`src/rtl/pc_fetch_unit.sv`:
```
// Program counter and fetch stage: holds the PC, slices the opcode, resolves
// B/BR conditions against the flags and freezes the core on HLT.
module pc_fetch_unit #(
  parameter int unsigned       PC_W     = 16,
  parameter logic [PC_W-1:0]   RESET_PC = '0
) (
  input  logic            clk,
  input  logic            rst,
  input  logic [PC_W-1:0] instr,
  input  logic            instr_valid,
  input  logic            branch_en,
  input  logic            branch,
  input  logic            hlt,
  input  logic            flag_z,
  input  logic            flag_v,
  input  logic            flag_n,
  input  logic [PC_W-1:0] reg_target,
  output logic [PC_W-1:0] pc,
  output logic [PC_W-1:0] pc_plus2,
  output logic [3:0]      opcode,
  output logic            taken,
  output logic            retire,
  output logic            halted
);

  typedef enum logic [0:0] {
    RUN    = 1'b0,
    HALTED = 1'b1
  } state_t;

  state_t          state_q, state_d;
  logic [PC_W-1:0] pc_q, pc_d;
  logic [PC_W-1:0] br_offset;
  logic            cond;

  assign pc       = pc_q;
  assign pc_plus2 = pc_q + PC_W'(2);
  assign halted   = (state_q == HALTED);

  // imm9 is a halfword offset: sign-extend then scale by two
  assign br_offset = {{(PC_W-10){instr[8]}}, instr[8:0], 1'b0};

  always_comb begin
    cond = 1'b0;
    case (instr[11:9])
      3'b000:  cond = ~flag_z;
      3'b001:  cond = flag_z;
      3'b010:  cond = ~flag_z & ~flag_n;
      3'b011:  cond = flag_n;
      3'b100:  cond = flag_z | ~flag_n;
      3'b101:  cond = flag_n | flag_z;
      3'b110:  cond = flag_v;
      default: cond = 1'b1;
    endcase
  end

  always_comb begin
    state_d = state_q;
    pc_d    = pc_q;
    retire  = (state_q == RUN) & instr_valid & ~rst;
    taken   = 1'b0;
    opcode  = '0;
    if (retire) begin
      opcode = instr[PC_W-1:PC_W-4];
      // HLT takes priority over any simultaneous branch request
      if (hlt) begin
        state_d = HALTED;
      end else begin
        taken = branch_en & cond;
        if (taken && branch)
          pc_d = reg_target;
        else if (taken)
          pc_d = pc_plus2 + br_offset;
        else
          pc_d = pc_plus2;
      end
    end
  end

  always_ff @(posedge clk) begin
    if (rst) begin
      state_q <= RUN;
      pc_q    <= RESET_PC;
    end else begin
      state_q <= state_d;
      pc_q    <= pc_d;
    end
  end

endmodule
```
`config.mk`:
```
export PLATFORM = sky130hd
export DESIGN_NAME = pc_fetch_unit
export DESIGN_NICKNAME = d
export VERILOG_FILES = /design/src/rtl/pc_fetch_unit.sv
export SDC_FILE = /design/constraint.sdc
export NUM_CORES = 1
export LEC_CHECK = 0
export ABC_AREA = 1
export BUFFER_PORTS_ARGS = -buffer_cell sky130_fd_sc_hd__buf_2
export CAP_MARGIN = 20
export CORE_ASPECT_RATIO = 1.75
export CORE_MARGIN = 10
export CORE_UTILIZATION = 50
export CTS_CLUSTER_SIZE = 8
export DETAILED_ROUTE_END_ITERATION = 8
export MAX_ROUTING_LAYER = met4
export PLACE_DENSITY = 0.8
export RECOVER_POWER = 25
export SYNTH_ARGS = -nofsm -noshare
export SYNTH_HDL_FRONTEND = slang
export SYNTH_SLANG_ARGS = --single-unit
```
`constraint.sdc`:
```
create_clock -name clk -period 4.25 [get_ports clk]
set_input_delay 0.425 -clock clk [delete_from_list [all_inputs] [get_ports clk]]
set_output_delay 0.425 -clock clk [all_outputs]
set_load 0.02 [all_outputs]
```
* Yosys cells after proc, flatten, opt, wreduce, memory -nomap -nowiden
Cells that the tools add are included.
Storage, ports and cells: bits of input ports 41, output and inout bits 39, logic and storage cells 31, bits in registers 17
Operators by class: multiplexer cells 6, bitwise gates (word level) 11, add/subtract/negate cells 2, reductions and logical operators 4, equality and inequality tests 6
Operators by type and width (number):
- 16-bit two-way mux | 2
- 16-bit adder | 1
- 16-bit by 2-bit adder with 16-bit output (second input constant) | 1
- 3-bit equality test (second input constant) | 3
- 1-bit one-hot mux with 7 select lines | 1
- 3-bit by 2-bit equality test with 1-bit output (second input constant) | 2
- 1-bit NOT | 5
- 1-bit AND | 4
- 4-bit two-way mux | 1
- 2-bit AND reduction | 2
- 3-bit by 1-bit equality test with 1-bit output (second input constant) | 1
- 3-bit logical NOT | 1
- 1-bit two-way mux | 2
- 1-bit OR | 2
- 1-bit logical AND | 1

* Longest topological paths before layout
Gate-level depths: netlist of the first run.
word-level depth 6, depth in mapped cells 20

* Least setup slack after synthesis of the first run
No wires, ideal clock.
kind flip-flop to flip-flop, from register pc_q[1] (netlist: pc[1]), to register pc_q[15] (netlist: pc[15]), cell stages (with the launch flop) 18, data required time 4.180 ns, path slack 1.495 ns, library setup time 0.070 ns, data arrival time 2.685 ns, cell sequence dfxtp_1 > ha_1 > nand2_1 > nor2_4 > nand2_1 > xnor2_1 > ha_1 > nand2_1 > inv_1 > nand2_1 > nand2_1 > a21oi_1 > nand2_1 > nand2_1 > nand3_1 > nand2_1 > nand3_1 > a21oi_1
Between the ends: longest elaborated chain between the ends 4
RTL lines:
- start: declaration | line 32 | logic [PC_W-1:0] pc_q, pc_d;
- start signal: assignment | line 86 | pc_q <= pc_d;
- 16-bit by 2-bit adder with 16-bit output | line 37 | assign pc_plus2 = pc_q + PC_W'(2);
- via pc_plus2[9] | line 19 | output logic [PC_W-1:0] pc_plus2,
- 16-bit adder | line 73 | pc_d = pc_plus2 + br_offset;
- 16-bit two-way mux | line 72 | else if (taken)
- 16-bit two-way mux | line 70 | if (taken && branch)
The timed path passes the listed nets, and every way through them passes these cells. A chain may end at the register's enable or synchronous reset.

* Worst setup path after layout of the first run
from register pc_q[1] (netlist: pc[1]), to register pc_q[15] (netlist: pc[15])
Between the ends: longest elaborated chain between the ends 4
RTL lines (line):
- 16-bit by 2-bit adder with 16-bit output * | 37
- 16-bit adder | 73
- 16-bit two-way mux * | 72
- 16-bit two-way mux * | 70
Mark *: on every way between the ends. The rest lies on a longest branch, timed or not.

==> results of run 1 <==
## where the power goes
part           switching [uW]  leakage, uW  internal [uW]
logic                     139      0.00137           76.9
clock network            62.6    0.0000255           65.2
registers                9.10     0.000138            166
total                     210      0.00153            308
## flip-flops by register name, summed over array words and instances (netlist names)
| name | cells |
|---|---|
| halted | 1 |
| pc | 16 |
## synthesized netlist by cell type (3+ instances only)
master	count	area [um2]
buf_6	4	45.04
nand2_1	117	439.2
a21oi_2	4	35.03
o21ai_1	5	25.02
inv_2	7	26.28
nand4_1	5	31.28
dfxtp_1	17	340.3
xor2_1	7	61.31
nand3b_1	3	22.52
nor2_4	6	67.56
o21bai_1	3	22.52
a31oi_1	6	37.54
xnor2_1	4	35.03
nand3_1	24	120.1
nor2_2	3	18.77
ha_1	18	225.2
o21ai_0	14	70.07
nand2_2	3	18.77
nor2_1	34	127.6
a21oi_1	23	115.1
inv_1	57	214.0
## routing by layer
layer  wire (um)  global-route usage, %  share of wire, %  vias up
met2        3817                  34.56                53       93
met4         195                  7.917               2.7        0
li1            -                      -                 -     1382
met5           0                      -                 0        -
met1        2772                  18.27                38     1179
met3         444                  2.708               6.1       14
## path summary, 6_finish.rpt
| kind | from | to | slack, ps | cells past startpoint |
|---|---|---|---|---|
| worst max-delay path | pc[1] | pc[15] | 1360 | 16 |
| worst min-delay path | reg_target[0] | pc[0] | 390 | 3 |
| worst max register to register | pc[1] | pc[15] | 1360 | 16 |
| worst min register to register | pc[0] | pc[0] | 540 | 2 |
## kinds of logic after synthesis
group / synth area share (%)
simple gates: 42.01
buf+inv: 13.15
compound gates: 15.22
fa+ha+maj: 10.65
flops: 14.78
xor+xnor: 4.185
## layout make-up
cell class	count	area (um2)	share of cell area (%)
multi-input combinational	297	1659	60.80
timing repair buffer	79	379.1	13.89
sequential	17	340.3	12.47
inverter	64	240.2	8.803
tap	51	63.81	2.338
clock buffer	3	41.29	1.513
clock inverter	1	5.005	0.1834
## worst reg2reg max path, cell delays in order, from the launching register on
cell     delay (ps)
dfxtp_1         400
ha_1            210
nand2_1         120
nor2_4          160
nand2_1          80
o21ai_0         380
inv_1           130
ha_1            400
nand2_1         100
nor2_1          130
and2_1          140
nand2_1          70
nand3_1         110
nand3_1          80
nand2_1          80
nand3_1          80
a21oi_1         150
## metrics by stage
step	util (%)	cell area, um2	total power [uW]	instances	hold WS (ps)
6_report	61.40	2729	518.7	512	391.7
4_1_cts	61.77	2745	521.1	512	392.7
3_5_place_dp	60.73	2699	395.3	508	525.9
5_1_grt	61.40	2729	551.4	512	416.3
2_1_floorplan	-	2302	330.5	385	553.0
3_3_place_gp	60.73	2699	392.3	508	510.9
==> flow_metrics.py, run 1 <==
metrics = {
    "die": {
        "rows": 32,
        "die_h_um": 109.8,
        "io-pin-count": 80,
        "core-area_um2": 4444,
        "die_w_um": 71.30,
        "dieArea_um2": 7826,
        "start_util_pct": 51.80,
    },
    "yosys": {
        "syn-cell-area_um2": 2302,
        "syn_area_per_cell_um2": 5.980,
        "synth_seq_cells": 17,
        "async_reset_ff_share_pct": 0,
        "synthFlopType": "dfxtp_1",
        "yosysWarnings": 0,
        "synthCells": 385,
        "yosysSeqAreaShare_pct": 14.78,
        "synth_edf_count": 0,
        "ys_types": 37,
        "synthesis.nets": 445,
    },
    "cts": {
        "clk_latency_ps": 260,
        "cts_buffer_depth": 2,
        "hold_buffers": 0,
        "cts_tree": "yes",
        "cts.sinks": 17,
        "clk_pin_slew_ps": 70,
        "post_cts_buffers": 0,
        "numCtsBuffers": 3,
        "h-tree-depth": 1,
        "ctsResizeCount": 0,
        "clockRootBuffer": "clkbuf_8",
    },
    "worst_setup_path": {
        "crit_chain": "ha_1 > nand2_1 > nor2_4 > nand2_1 > o21ai_0 > inv_1 > ha_1 > nand2_1 > nor2_1 > and2_1 > nand2_1 > nand3_1 > nand3_1 > nand2_1 > nand3_1 > a21oi_1",
        "critPathArrivalTime_ps": 3070,
        "max_stage_delay_ps": 400,
        "end_kind": "register",
        "slowest_stage": "dfxtp_1",
        "critical_path_class": "reg2reg",
        "crit_required_ps": 4440,
        "cp-start-kind": "register",
        "cp_max_fo": 5,
        "path_delay_family": "simple AND/OR/NAND/NOR gates",
        "critical_path.most_common_cell": "nand2_1",
        "path_buf_inv": 1,
    },
    "drt": {
        "wl_um": 7230,
        "drc": 0,
        "num_vias": 2668,
        "ant_nets": 0,
        "wl_per_cell_um": 14.12,
        "via_per_inst": 5.211,
        "first_pass_iters": 4,
        "drt_iter0_markers": 159,
    },
    "final_layout": {
        "mostFrequentLayoutCell": "nand2_1",
        "antennaDiodeCount": 0,
        "drive_gt1_share_pct": 22.99,
        "final_cell_mix": "117 x nand2_1, 66 x buf_2, 57 x inv_1, 34 x nor2_1, 24 x nand3_1",
        "fillers": 466,
        "syn_to_final_growth_pct": 18.53,
        "nets": 522,
    },
    "timing": {
        "clock_skew_ps": 1.332,
        "relSlewSlack_pct": 69.15,
        "maxSlewViolCount": 0,
        "fin_crit_ps": 2887,
        "worst_slack_ps": 1363,
        "rsz0062_at_grt": "false",
        "setup_viol": 0,
        "setup_tns_ps": 0,
        "timing.fmax_mhz": 346.4,
        "tightest_slew_ps": 459.4,
        "finalHoldViolations": 0,
        "finalCritPeriodShare_pct": 67.92,
    },
    "flow_run": {
        "cap_violations": 0,
    },
    "placement": {
        "gp_congestion": 0.9370,
        "dp_hpwl_um": 6172,
        "pre_cts_slack_ps": 1462,
        "portBuffers": 79,
    },
    "run_status": {
        "status": "completed",
    },
    "worst_hold_path": {
        "min_path_type": "in2reg",
    },
    "power": {
        "leakage_uw": 0.001530,
        "max-vdd-ir-drop_v": 0.0001425,
        "power_density_nw_per_um2": 190.1,
    },
    "global_routing": {
        "antenna_found_initial": 0,
        "grt_pass1_wl_um": 11700,
        "gr-usage-all-layers_pct": 18.47,
        "grt_pass1_vias": 2577,
        "grt_max_degree": 20,
        "grt-ovfl-total": 0,
    },
}
No activity file was read; power rests on OpenSTA's default activity.
==> inputs of run 2 (changes only) <==
--- a/config.mk
+++ b/config.mk
@@ -5,7 +5,7 @@
 export SDC_FILE = /design/constraint.sdc
 export NUM_CORES = 1
 export LEC_CHECK = 0
-export ABC_AREA = 1
+export ABC_AREA = 0
 export BUFFER_PORTS_ARGS = -buffer_cell sky130_fd_sc_hd__buf_2
 export CAP_MARGIN = 20
 export CORE_ASPECT_RATIO = 1.75
==> constraint.sdc (replaced) <==
create_clock -name clk -period 3 [get_ports clk]
set_input_delay 0.3 -clock clk [delete_from_list [all_inputs] [get_ports clk]]
set_output_delay 0.3 -clock clk [all_outputs]
set_load 0.02 [all_outputs]
==> run 2 against run 1 <==
Power up 45%. Sequential power grew 41%. First-iteration DRC count decreased by 20%. Largest cell class unchanged. Highest routed layer unchanged.
==> flow_metrics.py, run 2 <==
metrics = {
    "run_status": {
        "status": "completed",
    },
    "die": {
        "io-pin-count": 80,
        "dieArea_um2": 7668,
        "rows": 32,
        "die_h_um": 108.6,
        "start_util_pct": 51.38,
        "die_w_um": 70.62,
        "core-area_um2": 4364,
    },
    "worst_setup_path": {
        "crit_chain": "nand3_1 > nor2_1 > buf_4 > xor2_1 > ha_2 > nor2_1 > a211oi_4 > a221oi_4 > buf_4 > o211ai_1 > o31ai_1 > a21o_1",
        "slowest_stage": "dfxtp_1",
        "cp-start-kind": "register",
        "rr_startpoint": "pc[5]",
        "end_kind": "register",
        "path_delay_family": "compound AO/OA/AOI/OAI gates",
        "path_buf_inv": 2,
        "critical_path_class": "reg2reg",
        "cp_max_fo": 5,
        "worst-r2r-cell-count": 12,
        "crit_required_ps": 3150,
        "reg2reg_slack_ps": 170,
        "r2r_end": "pc[14]",
        "max_stage_delay_ps": 430,
        "critPathArrivalTime_ps": 2980,
    },
    "yosys": {
        "syn-cell-area_um2": 2242,
        "synthFlopType": "dfxtp_1",
        "synthCells": 292,
        "async_reset_ff_share_pct": 0,
        "synth_seq_cells": 17,
        "yosysSeqAreaShare_pct": 15.18,
        "yosysWarnings": 0,
        "ys_top_cells_by_area": "dfxtp_1 15%, ha_1 10%, a21oi_1 5.4%",
        "synthesis.nets": 352,
        "synth_edf_count": 0,
        "yosysMostFrequentCell": "nand2_1",
        "syn_area_per_cell_um2": 7.679,
        "yosys-top-cells-count": "27 x nand2_1, 24 x a21oi_1, 18 x ha_1, 18 x nor2_1, 17 x dfxtp_1",
        "synth_top_area_share_pct": 15.18,
        "ys_types": 64,
        "yosys.area.top_type": "dfxtp_1",
    },
    "global_routing": {
        "grt_pass1_vias": 2745,
        "grt_pass1_wl_um": 12310,
        "grt-ovfl-total": 0,
        "antenna_found_initial": 0,
        "gr-usage-all-layers_pct": 19.35,
        "grt_max_degree": 35,
    },
    "timing": {
        "setup_tns_ps": 0,
        "finalHoldViolations": 0,
        "relSlewSlack_pct": 60.99,
        "maxSlewViolCount": 0,
        "clock_skew_ps": 2.214,
        "timing.fmax_mhz": 353.7,
        "setup_viol": 0,
        "fin_crit_ps": 2827,
        "tightest_slew_ps": 585.1,
        "finalCritPeriodShare_pct": 94.25,
    },
    "final_layout": {
        "drive_gt1_share_pct": 32.46,
        "largest_reg_flops": 16,
        "syn_to_final_growth_pct": 30.13,
        "mostFrequentLayoutCell": "buf_2",
        "finish.instance_area_um2": 2918,
        "nets": 443,
        "final_cell_mix": "68 x buf_2, 27 x nand2_1, 22 x a21oi_1, 21 x buf_4",
        "antennaDiodeCount": 0,
    },
    "cts": {
        "cts_buffer_depth": 2,
        "numCtsBuffers": 3,
        "h-tree-depth": 1,
        "cts_tree": "yes",
        "clockRootBuffer": "clkbuf_8",
        "cts.sinks": 17,
        "hold_buffers": 0,
        "clk_pin_slew_ps": 70,
        "clk_latency_ps": 250,
    },
    "power": {
        "max-vdd-ir-drop_v": 0.0004059,
        "power_density_nw_per_um2": 257.0,
        "total_power_uw": 750.0,
        "leakage_uw": 0.001373,
    },
    "drt": {
        "wl_um": 7595,
        "first_pass_iters": 4,
        "wl_per_cell_um": 17.54,
        "drt_iter0_markers": 127,
        "via_per_inst": 6.025,
        "ant_nets": 0,
        "drc": 0,
        "num_vias": 2609,
    },
    "placement": {
        "dp_hpwl_um": 6180,
        "gp_congestion": 0.8571,
        "portBuffers": 79,
        "placed_area_um2": 2813,
    },
    "worst_hold_path": {
        "min_to": "halted",
        "min_path_type": "in2reg",
        "min_from": "instr_valid",
        "holdPathStages": 3,
    },
    "flow_run": {
        "cap_violations": 0,
    },
}
-- run 2: cell count changes in the layout (fill, tap and decap cells not counted), moves of 8 or more --
cell,delta
nor2_1,-18
a21o_1,+8
nand3_1,-15
o211ai_1,+10
inv_1,-45
nand2_1,-90
buf_4,+21
-- run 2: worst reg2reg max path, cell delays in order (launching register included) --
cell and delay, ps:
dfxtp_1 430, nand3_1 240, nor2_1 180, buf_4 140, xor2_1 320, ha_2 320, nor2_1 100, a211oi_4 290
a221oi_4 110, buf_4 150, o211ai_1 180, o31ai_1 100, a21o_1 180
-- run 2: report_power, final --
group / internal (uW) / switching, uW / leakage (uW) / total (uW)
sequential: 235 / 12.3 / 0.000138 / 247
combinational: 133 / 194 / 0.00121 / 327
clock: 92.2 / 83.7 / 0.0000255 / 176
total: 460 / 290 / 0.00137 / 750
-- run 2: cells by family after synthesis --
kind of cell               Yosys count  share of synthesized area (%)
AOI/OAI and AO/OA                  102                          32.20
DFF                                 17                          15.18
buffers and inverters               26                          5.078
adders and majority gates           19                          10.94
xor gates and xnor gates            18                          7.366
muxes                                5                          2.455
and+or+nand+nor                    105                          26.79
-- run 2: stage by stage --
step                hold WS, ps  instances  worst slack (ps)  util (%)
finish                    302.8        433             172.5     66.86
global route              317.5        433            -12.17     66.86
CTS                       300.7        432             55.44     65.51
detailed placement        463.0        428             90.40     64.45
global placement          455.2        428             138.4     64.45
floorplan                 440.6        292            -52.95         -
-- run 2: layout make-up --
cell class	instances	area [um2]
clock inverter	1	5.005
clock buffer	3	41.29
multi-input combinational	249	1882
tap	51	63.81
fill	397	1446
sequential	17	341.6
timing repair buffer	100	539.3
inverter	12	45.04
-- run 2: how the worst max path moves through the flow --
stage | end | startpoint | slack (ps) | depth (start not counted)
CTS | pc[10] | pc[1] | 60 | 13
finish | pc[14] | pc[5] | 170 | 12
detailed placement | pc[10] | pc[1] | 90 | 13
floorplan | pc[14] | pc[1] | -50 | 12
global placement | pc[12] | pc[1] | 140 | 13
global route | pc[14] | pc[1] | -10 | 12
-- run 2: per-layer routing --
metal  global-route usage [%]  vias to the layer above  routed length, um
li1                         -                     1281                  -
met1                    19.60                     1202               2886
met2                    34.66                      101               3943
met3                    3.394                       25                407
met4                    9.861                        0                357
met5                        -                        -                  0
-- run 2: what timing repair did --
item	in CTS	in global routing
setup buffers	0	1
hold endpoints to repair	0	0
setup endpoints to repair	0	5
resized for setup	0	14
